===== src/rtl/insn_aligner_if.sv =====
//------------------------------------------------------------------------------
// Module  : insn_aligner_if
// Brief   : Insn-buffer read port and decode-side record bus of the aligner.
// Revision: 1.0 - initial release
//------------------------------------------------------------------------------
`default_nettype none

interface insn_aligner_if #(
    parameter int unsigned ADDR_WIDTH = 32
);
    logic                  flush;
    logic                  entryValid;
    logic [ADDR_WIDTH-1:0] entryPc;
    logic [15:0]           entryInsn;
    logic                  entryFault;
    logic                  entryIntValid;
    logic [3:0]            entryIntCode;
    logic                  entryReady;
    logic                  outValid;
    logic                  outReady;
    logic [ADDR_WIDTH-1:0] outPc;
    logic [31:0]           outInsn;
    logic                  outCompressed;
    logic                  outTrapValid;
    logic                  outTrapIsInterrupt;
    logic [3:0]            outTrapCode;
    logic [ADDR_WIDTH-1:0] outTrapValue;

    modport master (
        output flush, entryValid, entryPc, entryInsn, entryFault,
               entryIntValid, entryIntCode, outReady,
        input  entryReady, outValid, outPc, outInsn, outCompressed,
               outTrapValid, outTrapIsInterrupt, outTrapCode, outTrapValue
    );

    modport slave (
        input  flush, entryValid, entryPc, entryInsn, entryFault,
               entryIntValid, entryIntCode, outReady,
        output entryReady, outValid, outPc, outInsn, outCompressed,
               outTrapValid, outTrapIsInterrupt, outTrapCode, outTrapValue
    );
endinterface

`default_nettype wire


===== src/rtl/insn_aligner.sv =====
//------------------------------------------------------------------------------
// Module  : insn_aligner
// Brief   : Assembles insn-buffer halfwords into 16/32-bit instructions or traps.
// Revision: 1.0 - initial release
//------------------------------------------------------------------------------
`default_nettype none

module insn_aligner #(
    parameter int unsigned ADDR_WIDTH      = 32,
    parameter logic [3:0]  INSN_FAULT_CODE = 4'd1
) (
    input  wire logic     clk,
    input  wire logic     rst,
    insn_aligner_if.slave bus
);

    typedef enum logic [0:0] {
        ST_IDLE = 1'b0,
        ST_HALF = 1'b1
    } state_e;

    state_e                state_q, state_d;
    logic [15:0]           hold_insn_q, hold_insn_d;
    logic [ADDR_WIDTH-1:0] hold_pc_q, hold_pc_d;
    logic                  out_valid_q, out_valid_d;
    logic [ADDR_WIDTH-1:0] out_pc_q, out_pc_d;
    logic [31:0]           out_insn_q, out_insn_d;
    logic                  out_comp_q, out_comp_d;
    logic                  trap_valid_q, trap_valid_d;
    logic                  trap_int_q, trap_int_d;
    logic [3:0]            trap_code_q, trap_code_d;
    logic [ADDR_WIDTH-1:0] trap_value_q, trap_value_d;
    logic                  w_can_load;
    logic                  w_pop;

    always_comb begin
        w_can_load   = !out_valid_q || bus.outReady;
        w_pop        = 1'b0;
        state_d      = state_q;
        hold_insn_d  = hold_insn_q;
        hold_pc_d    = hold_pc_q;
        out_valid_d  = out_valid_q && !bus.outReady;
        out_pc_d     = out_pc_q;
        out_insn_d   = out_insn_q;
        out_comp_d   = out_comp_q;
        trap_valid_d = trap_valid_q;
        trap_int_d   = trap_int_q;
        trap_code_d  = trap_code_q;
        trap_value_d = trap_value_q;

        if (!bus.flush && bus.entryValid) begin
            case (state_q)
                ST_IDLE: begin
                    if (bus.entryIntValid || bus.entryFault || (bus.entryInsn[1:0] != 2'b11)) begin
                        if (w_can_load) begin
                            w_pop        = 1'b1;
                            out_valid_d  = 1'b1;
                            out_pc_d     = bus.entryPc;
                            out_insn_d   = 32'h0;
                            out_comp_d   = 1'b0;
                            trap_valid_d = 1'b1;
                            trap_int_d   = 1'b0;
                            trap_code_d  = 4'h0;
                            trap_value_d = '0;
                            if (bus.entryIntValid) begin
                                trap_int_d  = 1'b1;
                                trap_code_d = bus.entryIntCode;
                            end else if (bus.entryFault) begin
                                trap_code_d  = INSN_FAULT_CODE;
                                trap_value_d = bus.entryPc;
                            end else begin
                                trap_valid_d = 1'b0;
                                out_insn_d   = {16'h0, bus.entryInsn};
                                out_comp_d   = 1'b1;
                            end
                        end
                    end else begin
                        // Low half is taken even under back-pressure; nothing is emitted yet.
                        w_pop       = 1'b1;
                        hold_insn_d = bus.entryInsn;
                        hold_pc_d   = bus.entryPc;
                        state_d     = ST_HALF;
                    end
                end
                ST_HALF: begin
                    if (w_can_load) begin
                        w_pop        = 1'b1;
                        state_d      = ST_IDLE;
                        out_valid_d  = 1'b1;
                        out_pc_d     = hold_pc_q;
                        out_insn_d   = 32'h0;
                        out_comp_d   = 1'b0;
                        trap_valid_d = 1'b1;
                        trap_int_d   = 1'b0;
                        trap_code_d  = 4'h0;
                        trap_value_d = '0;
                        if (bus.entryIntValid) begin
                            trap_int_d  = 1'b1;
                            trap_code_d = bus.entryIntCode;
                        end else if (bus.entryFault) begin
                            trap_code_d  = INSN_FAULT_CODE;
                            trap_value_d = bus.entryPc;
                        end else begin
                            trap_valid_d = 1'b0;
                            out_insn_d   = {bus.entryInsn, hold_insn_q};
                        end
                    end
                end
                default: state_d = ST_IDLE;
            endcase
        end
    end

    always_ff @(posedge clk) begin
        if (rst || bus.flush) begin
            state_q      <= ST_IDLE;
            hold_insn_q  <= 16'h0;
            hold_pc_q    <= '0;
            out_valid_q  <= 1'b0;
            out_pc_q     <= '0;
            out_insn_q   <= 32'h0;
            out_comp_q   <= 1'b0;
            trap_valid_q <= 1'b0;
            trap_int_q   <= 1'b0;
            trap_code_q  <= 4'h0;
            trap_value_q <= '0;
        end else begin
            state_q      <= state_d;
            hold_insn_q  <= hold_insn_d;
            hold_pc_q    <= hold_pc_d;
            out_valid_q  <= out_valid_d;
            out_pc_q     <= out_pc_d;
            out_insn_q   <= out_insn_d;
            out_comp_q   <= out_comp_d;
            trap_valid_q <= trap_valid_d;
            trap_int_q   <= trap_int_d;
            trap_code_q  <= trap_code_d;
            trap_value_q <= trap_value_d;
        end
    end

    assign bus.entryReady         = w_pop && !rst;
    assign bus.outValid           = out_valid_q;
    assign bus.outPc              = out_pc_q;
    assign bus.outInsn            = out_insn_q;
    assign bus.outCompressed      = out_comp_q;
    assign bus.outTrapValid       = trap_valid_q;
    assign bus.outTrapIsInterrupt = trap_int_q;
    assign bus.outTrapCode        = trap_code_q;
    assign bus.outTrapValue       = trap_value_q;

endmodule

`default_nettype wire


===== src/flat_wrapper.sv =====
// flat-port wrapper written by rule: the top's interface ports become plain ports
module insn_aligner_flat 
#(
    parameter int unsigned ADDR_WIDTH      = 32,
    parameter logic [3:0]  INSN_FAULT_CODE = 4'd1
)
  (clk, rst, bus_flush, bus_entryValid, bus_entryPc, bus_entryInsn, bus_entryFault, bus_entryIntValid, bus_entryIntCode, bus_outReady, bus_entryReady, bus_outValid, bus_outPc, bus_outInsn, bus_outCompressed, bus_outTrapValid, bus_outTrapIsInterrupt, bus_outTrapCode, bus_outTrapValue);
  insn_aligner_if #(.ADDR_WIDTH(ADDR_WIDTH)) bus_i ();
  input  wire logic clk;
  input  wire logic rst;
  input wire logic [$bits(bus_i.flush)-1:0] bus_flush;
  input wire logic [$bits(bus_i.entryValid)-1:0] bus_entryValid;
  input wire logic [$bits(bus_i.entryPc)-1:0] bus_entryPc;
  input wire logic [$bits(bus_i.entryInsn)-1:0] bus_entryInsn;
  input wire logic [$bits(bus_i.entryFault)-1:0] bus_entryFault;
  input wire logic [$bits(bus_i.entryIntValid)-1:0] bus_entryIntValid;
  input wire logic [$bits(bus_i.entryIntCode)-1:0] bus_entryIntCode;
  input wire logic [$bits(bus_i.outReady)-1:0] bus_outReady;
  output wire logic [$bits(bus_i.entryReady)-1:0] bus_entryReady;
  output wire logic [$bits(bus_i.outValid)-1:0] bus_outValid;
  output wire logic [$bits(bus_i.outPc)-1:0] bus_outPc;
  output wire logic [$bits(bus_i.outInsn)-1:0] bus_outInsn;
  output wire logic [$bits(bus_i.outCompressed)-1:0] bus_outCompressed;
  output wire logic [$bits(bus_i.outTrapValid)-1:0] bus_outTrapValid;
  output wire logic [$bits(bus_i.outTrapIsInterrupt)-1:0] bus_outTrapIsInterrupt;
  output wire logic [$bits(bus_i.outTrapCode)-1:0] bus_outTrapCode;
  output wire logic [$bits(bus_i.outTrapValue)-1:0] bus_outTrapValue;
  assign bus_i.flush = bus_flush;
  assign bus_i.entryValid = bus_entryValid;
  assign bus_i.entryPc = bus_entryPc;
  assign bus_i.entryInsn = bus_entryInsn;
  assign bus_i.entryFault = bus_entryFault;
  assign bus_i.entryIntValid = bus_entryIntValid;
  assign bus_i.entryIntCode = bus_entryIntCode;
  assign bus_i.outReady = bus_outReady;
  assign bus_entryReady = bus_i.entryReady;
  assign bus_outValid = bus_i.outValid;
  assign bus_outPc = bus_i.outPc;
  assign bus_outInsn = bus_i.outInsn;
  assign bus_outCompressed = bus_i.outCompressed;
  assign bus_outTrapValid = bus_i.outTrapValid;
  assign bus_outTrapIsInterrupt = bus_i.outTrapIsInterrupt;
  assign bus_outTrapCode = bus_i.outTrapCode;
  assign bus_outTrapValue = bus_i.outTrapValue;
  insn_aligner #(.ADDR_WIDTH(ADDR_WIDTH), .INSN_FAULT_CODE(INSN_FAULT_CODE)) u_core (.clk(clk), .rst(rst), .bus(bus_i));
endmodule

===== config.mk =====
export PLATFORM = sky130hd
export DESIGN_NAME = insn_aligner_flat
export DESIGN_NICKNAME = d
export VERILOG_FILES = /design/src/rtl/insn_aligner_if.sv /design/src/rtl/insn_aligner.sv /design/src/flat_wrapper.sv
export SDC_FILE = /design/constraint.sdc
export NUM_CORES = 1
export LEC_CHECK = 0
export CORE_MARGIN = 2
export CORE_UTILIZATION = 35
export DETAILED_ROUTE_END_ITERATION = 8
export SYNTH_ARGS = -nofsm -noshare
export SYNTH_HDL_FRONTEND = slang
export SYNTH_SLANG_ARGS = --single-unit

===== constraint.sdc =====
create_clock -name clk -period 4.1 [get_ports clk]
set_input_delay 0.615 -clock clk [delete_from_list [all_inputs] [get_ports clk]]
set_output_delay 0.615 -clock clk [all_outputs]
set_load 0.05 [all_outputs]

==> impl_metrics.toml, run 1 <==
[synthesis]
synth.distinct_cells = 31
syn_area_per_cell_um2 = 8.920
synth-seq-cells = 153
syn_inst = 652
synth_top_area_cell = "dfxtp_1"
synth_top_area_share_pct = 52.67
synth_warnings = 0
syn_nets = 711
netlist_area_um2 = 5816
ys_seq_area_share_pct = 52.67
netlist_top_cells_area = "dfxtp_1 (53%), nand2_1 (7.4%), a22oi_1 (6.3%), nor2_1 (6.0%), a21oi_1 (5.8%)"

[clock_tree]
clock_latency_ns = 0.42
cts_resized = 0
cts_hold_buf = 0
cts_htree_levels = 4
post_cts_buffers = 0
cts_root_buf = "clkbuf_16"
cts_buffer_depth = 2
clkTransAtPathRegs_ns = 0.06
cts_buffers = 17
cts_tree = "built"
numClockSinks = 153

[global_route]
grt_use_total_pct = 18.26
grt_max_degree = 104
grt_overflow = 0
first_global_vias = 4909
grt_pass1_wl_um = 25720
antenna_found_initial = 0

[detailed_routing]
dr_wl_met3_um = 970
wl_per_cell_um = 15.64
wl_met2_um = 7630
route.detailed.drc = 0
vias_per_cell = 4.972
wl_met1_um = 7117
top_layer_used = "met4"
drt_first_pass_iters = 7
drt-initial-drc-count = 337
totalWireLength_um = 15970
vias = 5076
ant_nets = 0

[sta]
worst_pin_slew_ns = 0.9694
period_minus_slack_ns = 3.245
fin_worst_skew_ns = 0.007330
fin_crit_sh_pct = 79.14
timing.fmax_ghz = 0.3082
slew_headroom_pct = 35.14
setup_violations = 0
tns_ns = 0
rsz0062_at_grt = "false"
hold_viol_final = 0
final-max-slew-violation-count = 0
whs_ns = 0.4517

[final_layout]
drive_above_1_share_pct = 8.240
nNetsFinal = 847
regArea_um2 = 3064
final_common_cell = "clkdlybuf4s50_1"
multi_input_area_um2 = 2535
stdcell_area_um2 = 8250
nFillCells = 1515
area_growth_pct = 41.87
n_antenna_cell = 0
final_cell_mix = "clkdlybuf4s50_1 (163), dfxtp_1 (152), nand2_1 (114)"

[critical_path]
r2r_cells = 5
rrSetupSlack_ns = 1.67
path_max_fanout = 5
rr_endpoint = "u_core.bus.outInsn[30]$_SDFFE_PP0P_"
cp.required_ns = 3.48
r2r_start = "u_core.state_q$_SDFFE_PP0P_"
cp-end-kind = "output pin"
cp-startpoint = "bus_entryInsn[0]"
critical_path_class = "in2out"
crit_path_start_kind = "primary input"
arrival_ns = 2.63

[floorplan]
die-area_um2 = 17660
ios = 164
core_um2 = 16410
die_h_um = 132.9
die_x_um = 132.9
initial_core_util_pct = 35.45
row_count = 47

[placement]
dpl_cell_area_um2 = 7606
dp_hpwl_um = 10440
io_buffers = 163
routabilityCongestion = 0.8473

[power]
leakagePower_nw = 2.651
p_per_area_nw_per_um2 = 425.1
finalPower_mw = 3.507
ir_worst_vdd_v = 0.0002580

[run]
drv_cap = 0

[hold_path]
min_from = "u_core.hold_pc_q[1]$_SDFFE_PP0P_"
worstHoldPathCells = 2
hold_path.class = "reg2reg"
hold_end = "u_core.hold_pc_q[1]$_SDFFE_PP0P_"

[outcome]
status = "completed"
## worst max-delay path by stage
stage,endpoint,slack [ns],cells after the start
3_5_place_dp,bus_entryReady,0.84,5
5_1_grt,bus_entryReady,0.77,5
6_report,bus_entryReady,0.86,5
2_1_floorplan,bus_entryReady,1.24,6
4_1_cts,bus_entryReady,0.84,5
3_3_place_gp,bus_entryReady,0.84,5
## critical path, stage by stage
cell             delay, ns
clkdlybuf4s50_1       0.54
and3b_1               0.36
nand3_2               0.13
a21oi_1               0.17
clkdlybuf4s50_1       0.81
## kinds of logic (layout without fill, tap and decap cells)
family	count (synthesis)	count (layout)	synth area share (%)
AOI/OAI and AO/OA	171	171	18.80
buffers and inverters	56	205	4.238
muxes	49	49	8.799
DFF	153	153	52.67
and+or+nand+nor	223	223	15.49
## report_power, final
group	total, mW	leakage, nW	switching [mW]	internal, mW
registers	1.51	1.24	0.00933	1.50
clock network	1.70	0.310	0.604	1.09
logic	0.295	1.10	0.179	0.117
total	3.51	2.65	0.792	2.72
## per-layer routing
metal  vias up  GRT usage [%]
met2       130          29.85
met3        14          5.670
met1      2404          22.35
met5         -              0
li1       2528              -
met4         0          7.527
## per-stage QoR
step	utilization, %	setup WS (ns)	instances
4_1_cts	50.29	0.8393	1021
5_1_grt	50.29	0.7659	1021
3_5_place_dp	46.36	0.8424	989
3_3_place_gp	46.36	0.8377	989
2_1_floorplan	-	1.241	652
6_report	50.29	0.8552	1021
## state kept, by name, indices dropped and copies added, names as in the netlist
name and cells:
u_core.bus.outInsn 32, u_core.bus.outPc 32, u_core.bus.outTrapValue 32, u_core.hold_pc_q 32
u_core.hold_insn_q 16, u_core.bus.outTrapCode 4, u_core.bus.outCompressed 1, u_core.bus.outTrapIsInterrupt 1
u_core.bus.outTrapValid 1, u_core.bus.outValid 1, u_core.state_q 1
## synth_stat cells
cell type  count
a211oi_1      32
a211oi_4       1
a21oi_1       67
a22oi_1       49
a31oi_1        1
a32oi_1        3
and3b_1        1
and4_1         1
buf_1          1
buf_2         16
buf_4          4
clkbuf_1      34
clkbuf_2       1
dfxtp_1      153
mux2_2        17
mux2i_1       32
nand2_1      114
nand2b_1       2
nand3_1        2
nand3b_1       1
nor2_1        93
nor2_2         1
nor2b_1        2
nor3_1         1
nor3_2         1
nor4_4         1
nor4b_1        1
o211ai_2       1
o21ai_0       17
or2_1          1
or2_2          1
## layout make-up
| cell class | count | area share [%] |
|---|---|---|
| Clock buffer | 20 | 5.414 |
| Multi-Input combinational cell | 443 | 30.72 |
| Tap cell | 220 | 3.336 |
| Clock inverter | 12 | 2.396 |
| Sequential cell | 153 | 37.14 |
| Timing Repair Buffer | 173 | 20.99 |
(Power assumes the default switching activity.)
==> run 2, diff against run 1 <==
clock period = 3.2 ns   (was 4.1 ns; I/O delays follow)
==> run 2 against run 1 <==
Via count is essentially flat. Cell count is the same. Total power grew 22%. Sequential share of layout area grew 0.27 points. Worst setup slack lost 0.24 ns. Combinational power grew 29%. First-iteration DRC count shrank 3.6%. Critical endpoint unchanged. Highest routed layer unchanged.
==> impl_metrics.toml, run 2 (synthesis results as in run 1) <==
[floorplan]
core_um2 = 16410
die_h_um = 132.9
initial_core_util_pct = 35.45
die-area_um2 = 17660
die_x_um = 132.9
row_count = 47
ios = 164

[critical_path]
path_max_fanout = 24
rr_endpoint = "u_core.bus.outPc[15]$_SDFFE_PP0P_"
r2r_cells = 5
critical_path_class = "reg2out"
rrSetupSlack_ns = 1.00
crit_path_start_kind = "flip-flop"
cp.required_ns = 2.72
r2r_start = "u_core.state_q$_SDFFE_PP0P_"
cp-end-kind = "output pin"
arrival_ns = 2.10

[global_route]
grt_overflow = 0
grt_max_degree = 154
grt_pass1_wl_um = 25430
first_global_vias = 4868
antenna_found_initial = 1
grt_use_total_pct = 18.13

[clock_tree]
cts_root_buf = "clkbuf_16"
cts_resized = 0
clock_latency_ns = 0.43
cts_buffers = 17
cts_buffer_depth = 2
clkTransAtPathRegs_ns = 0.06
cts_tree = "built"
numClockSinks = 153
cts_htree_levels = 4
cts_hold_buf = 0
post_cts_buffers = 0

[detailed_routing]
drt_first_pass_iters = 4
vias = 5079
totalWireLength_um = 15770
wl_per_cell_um = 15.45
vias_per_cell = 4.975
route.detailed.drc = 0
ant_nets = 0
drt-initial-drc-count = 325

[power]
p_seq_share_pct = 45.5
clock_power_share_pct = 45.6
power.switching_mw = 1.021
p_int_mw = 3.243
p_per_area_nw_per_um2 = 520.6
leakagePower_nw = 2.604
ir_worst_vdd_v = 0.0003590
combinationalPowerShare_pct = 8.9
power_switching_share_pct = 23.94

[final_layout]
nNetsFinal = 847
n_antenna_cell = 0
drive_above_1_share_pct = 8.240
finish.utilization_pct = 49.92
final_cell_mix = "clkdlybuf4s50_1 (162), dfxtp_1 (152), nand2_1 (114)"
multi_input_area_um2 = 2535
area_growth_pct = 40.83
nFillCells = 1514
final_common_cell = "clkdlybuf4s50_1"
regArea_um2 = 3064

[sta]
tns_ns = 0
worst_pin_slew_ns = 0.7986
rsz0062_at_grt = "false"
slew_headroom_pct = 46.57
timing.fmax_ghz = 0.3874
fin_crit_sh_pct = 80.67
period_minus_slack_ns = 2.581
final-max-slew-violation-count = 0
hold_viol_final = 0
fin_worst_skew_ns = 0.009364
setup_violations = 0

[outcome]
status = "completed"

[run]
drv_cap = 0

[placement]
routabilityCongestion = 0.7824
io_buffers = 163
dp_hpwl_um = 10230

[hold_path]
hold_end = "u_core.hold_pc_q[3]$_SDFFE_PP0P_"
hold_path.class = "reg2reg"
worstHoldPathCells = 2
min_from = "u_core.hold_pc_q[3]$_SDFFE_PP0P_"
==> run 2: changes by cell type in the layout (fill, tap and decap cells not counted), sizes merged <==
cell           delta
bufinv            -3
clkdlybuf4s50     -1
clkinvlp          +4
buf               +1
clkbuf            +1
clkinv            -2
==> run 2: critical path: stages, from the launching register on <==
cell and delay, ns:
dfxtp_2 0.53, and3b_1 0.51, nand3_2 0.13, a21oi_1 0.32, buf_12 0.18
==> run 2: worst max-delay path by stage <==
stage | start | end | slack (ns) | depth (start not counted)
final | u_core.state_q$_SDFFE_PP0P_ | bus_entryReady | 0.62 | 4
after detailed placement | bus_entryIntValid | u_core.bus.outInsn[16]$_SDFFE_PP0P_ | 0.55 | 5
after CTS | u_core.state_q$_SDFFE_PP0P_ | bus_entryReady | 0.57 | 4
after global placement | bus_entryInsn[1] | bus_entryReady | 0.66 | 5
after global routing | u_core.state_q$_SDFFE_PP0P_ | bus_entryReady | 0.51 | 4
after floorplan | bus_entryIntValid | bus_entryReady | 0.61 | 6
==> run 2: layer usage <==
layer | track usage [%] | up-vias | part of all wire (%)
met4 | 6.511 | 0 | 1.4
li1 | - | 2535 | -
met1 | 22.48 | 2397 | 44
met5 | 0 | - | 0
met3 | 6.245 | 16 | 6.7
met2 | 29.30 | 131 | 48
==> run 2: power groups by stage <==
stage | Clock (mW) | Sequential (mW) | Combinational [mW]
after floorplan | 0 | 2.05 | 0.139
after global placement | 0 | 1.98 | 0.377
after detailed placement | 0 | 1.98 | 0.382
after CTS | 1.99 | 1.94 | 0.383
after global routing | 2.08 | 1.94 | 0.408
final | 1.94 | 1.94 | 0.380
==> run 2: per-stage QoR <==
| step | cell area [um2] | hold slack (ns) | worst slack, ns | std cells | power (mW) |
|---|---|---|---|---|---|
| 5_1_grt | 8190 | 0.4694 | 0.5125 | 1021 | 4.427 |
| 3_3_place_gp | 7616 | 0.4383 | 0.6572 | 989 | 2.357 |
| 4_1_cts | 8190 | 0.4554 | 0.5708 | 1021 | 4.316 |
| 2_1_floorplan | 5816 | 0.4329 | 0.6112 | 652 | 2.188 |
| 3_5_place_dp | 7616 | 0.4466 | 0.5468 | 989 | 2.363 |
| 6_report | 8190 | 0.4528 | 0.6187 | 1021 | 4.264 |
==> run 2: area by class of cell <==
class                      instances  area share, %
sequential                       153          37.41
clock inverter                    11          1.512
timing repair buffer             173          21.26
clock buffer                      21          5.500
tap                              220          3.361
multi-input combinational        443          30.95
==> run 3, diff against run 2 <==
clock period = 2.35 ns   (was 3.2 ns; I/O delays follow)
==> run 3 against run 2 <==
Die area unchanged. Non-clock buffer count up 9. Hold slack about the same. Highest routed layer unchanged. Clock skew is 0.0032 ns lower. Utilization up 1.3 points. Cell count rose by 0.78%. Largest power group is now clock. Sequential power is 36% higher.
==> impl_metrics.toml, run 3 (synthesis results as in run 1) <==
[outcome]
status = "completed"

[final_layout]
drive_above_1_share_pct = 9.394
final_cells = 1029
final_cell_mix = "clkdlybuf4s50_1 (162), dfxtp_1 (152), nand2_1 (114)"
nNetsFinal = 856
final_common_cell = "clkdlybuf4s50_1"
finish.utilization_pct = 51.21
stdcell_area_um2 = 8402
area_growth_pct = 44.47
n_antenna_cell = 0

[critical_path]
cp-end-kind = "output pin"
cp_slowest_cell = "clkdlybuf4s50_1"
r2r_cells = 5
r2r_start = "u_core.state_q$_SDFFE_PP0P_"
path_cells = "clkdlybuf4s50_1 > and3b_1 > nand3_2 > a21oi_2 > buf_12"
cp.required_ns = 2.00
crit_path_start_kind = "primary input"
arrival_ns = 1.82
path_max_fanout = 5
critical_path_class = "in2out"
slowest_delay_ns = 0.55
rr_endpoint = "u_core.bus.outInsn[30]$_SDFFE_PP0P_"
crit_buf_inv = 2
rrSetupSlack_ns = 0.56
cp_top_family = "buffers and inverters"

[global_route]
met3_usage_pct = 5.441
first_global_vias = 4899
grt_use_met2_pct = 29.65
grt_max_degree = 91
use_met1_pct = 23.06
grt_use_total_pct = 18.21
grt_pass1_wl_um = 25700
grt.busiest_layer = "met2"
grt_overflow = 0
antenna_found_initial = 0

[sta]
rsz0062_at_grt = "false"
fin_crit_sh_pct = 92.42
tns_ns = 0
whs_ns = 0.4524
fin_worst_skew_ns = 0.006124
setup_ws_ns = 0.1782
period_minus_slack_ns = 2.172
final-max-slew-violation-count = 0
timing.fmax_ghz = 0.4604
setup_violations = 0
worst_pin_slew_ns = 0.8223
hold_viol_final = 0
slew_headroom_pct = 44.98

[clock_tree]
clkTransAtPathRegs_ns = 0.05
cts_htree_levels = 4
cts_buffer_depth = 2
cts_tree = "built"
cts_root_buf = "clkbuf_16"
clock_latency_ns = 0.41
cts_hold_buf = 0
cts_buffers = 17
post_cts_buffers = 0
cts_resized = 0
numClockSinks = 153

[hold_path]
hold_end = "u_core.hold_pc_q[20]$_SDFFE_PP0P_"
min_from = "u_core.hold_pc_q[20]$_SDFFE_PP0P_"
hold_path.class = "reg2reg"
worstHoldPathCells = 2

[floorplan]
core_um2 = 16410
row_count = 47
die_x_um = 132.9
die-area_um2 = 17660
die_h_um = 132.9
ios = 164
initial_core_util_pct = 35.45

[power]
finalPower_mw = 6.120
ir_worst_vdd_v = 0.0004363
leakagePower_nw = 2.722
p_per_area_nw_per_um2 = 728.5

[placement]
dpl_cell_area_um2 = 7762
io_buffers = 163
dp.cells = 998
dp_hpwl_um = 10570
place_ws_ns = 0.1471
routabilityCongestion = 0.7993

[detailed_routing]
totalWireLength_um = 15970
drt-initial-drc-count = 280
ant_nets = 0
drt_first_pass_iters = 7
vias = 5094
wl_per_cell_um = 15.52
vias_per_cell = 4.950
route.detailed.drc = 0

[run]
drv_cap = 0
==> run 3: worst max-delay path by stage <==
stage	from	to	slack (ns)	depth (start not counted)
floorplan	u_core.state_q$_SDFFE_PP0P_	bus_entryReady	0.24	7
detailed placement	bus_entryIntValid	u_core.bus.outInsn[28]$_SDFFE_PP0P_	0.15	5
global placement	bus_entryInsn[0]	bus_entryReady	0.20	5
global route	bus_entryInsn[0]	bus_entryReady	0.07	5
finish	bus_entryInsn[0]	bus_entryReady	0.18	5
CTS	bus_entryInsn[0]	bus_entryReady	0.17	5
==> run 3: routing by layer <==
| layer | vias to the layer above | part of all wire [%] |
|---|---|---|
| met1 | 2389 | 44 |
| met2 | 139 | 48 |
| met3 | 18 | 6.8 |
| met4 | 0 | 1.2 |
| met5 | - | 0 |
| li1 | 2548 | - |
==> run 3: cell type report <==
| cell class | count | area, um2 |
|---|---|---|
| fill | 1463 | 8005 |
| sequential | 153 | 3064 |
| tap | 220 | 275.3 |
| multi-input combinational | 443 | 2539 |
| clock inverter | 7 | 137.6 |
| clock buffer | 24 | 501.7 |
| timing repair buffer | 182 | 1884 |
==> run 3: power breakdown <==
part           switching (mW)  total, mW  internal, mW
logic                   0.319      0.541         0.222
clock network            1.03       2.94          1.91
registers              0.0160       2.64          2.62
total                    1.36       6.12          4.76
==> run 3: worst reg2reg max path, delay by kind of cell (launching register included) <==
kind,cells,cell delay (ns)
compound gates,1,0.12
buf+inv,2,0.86
flops,1,0.34
simple gates,2,0.41
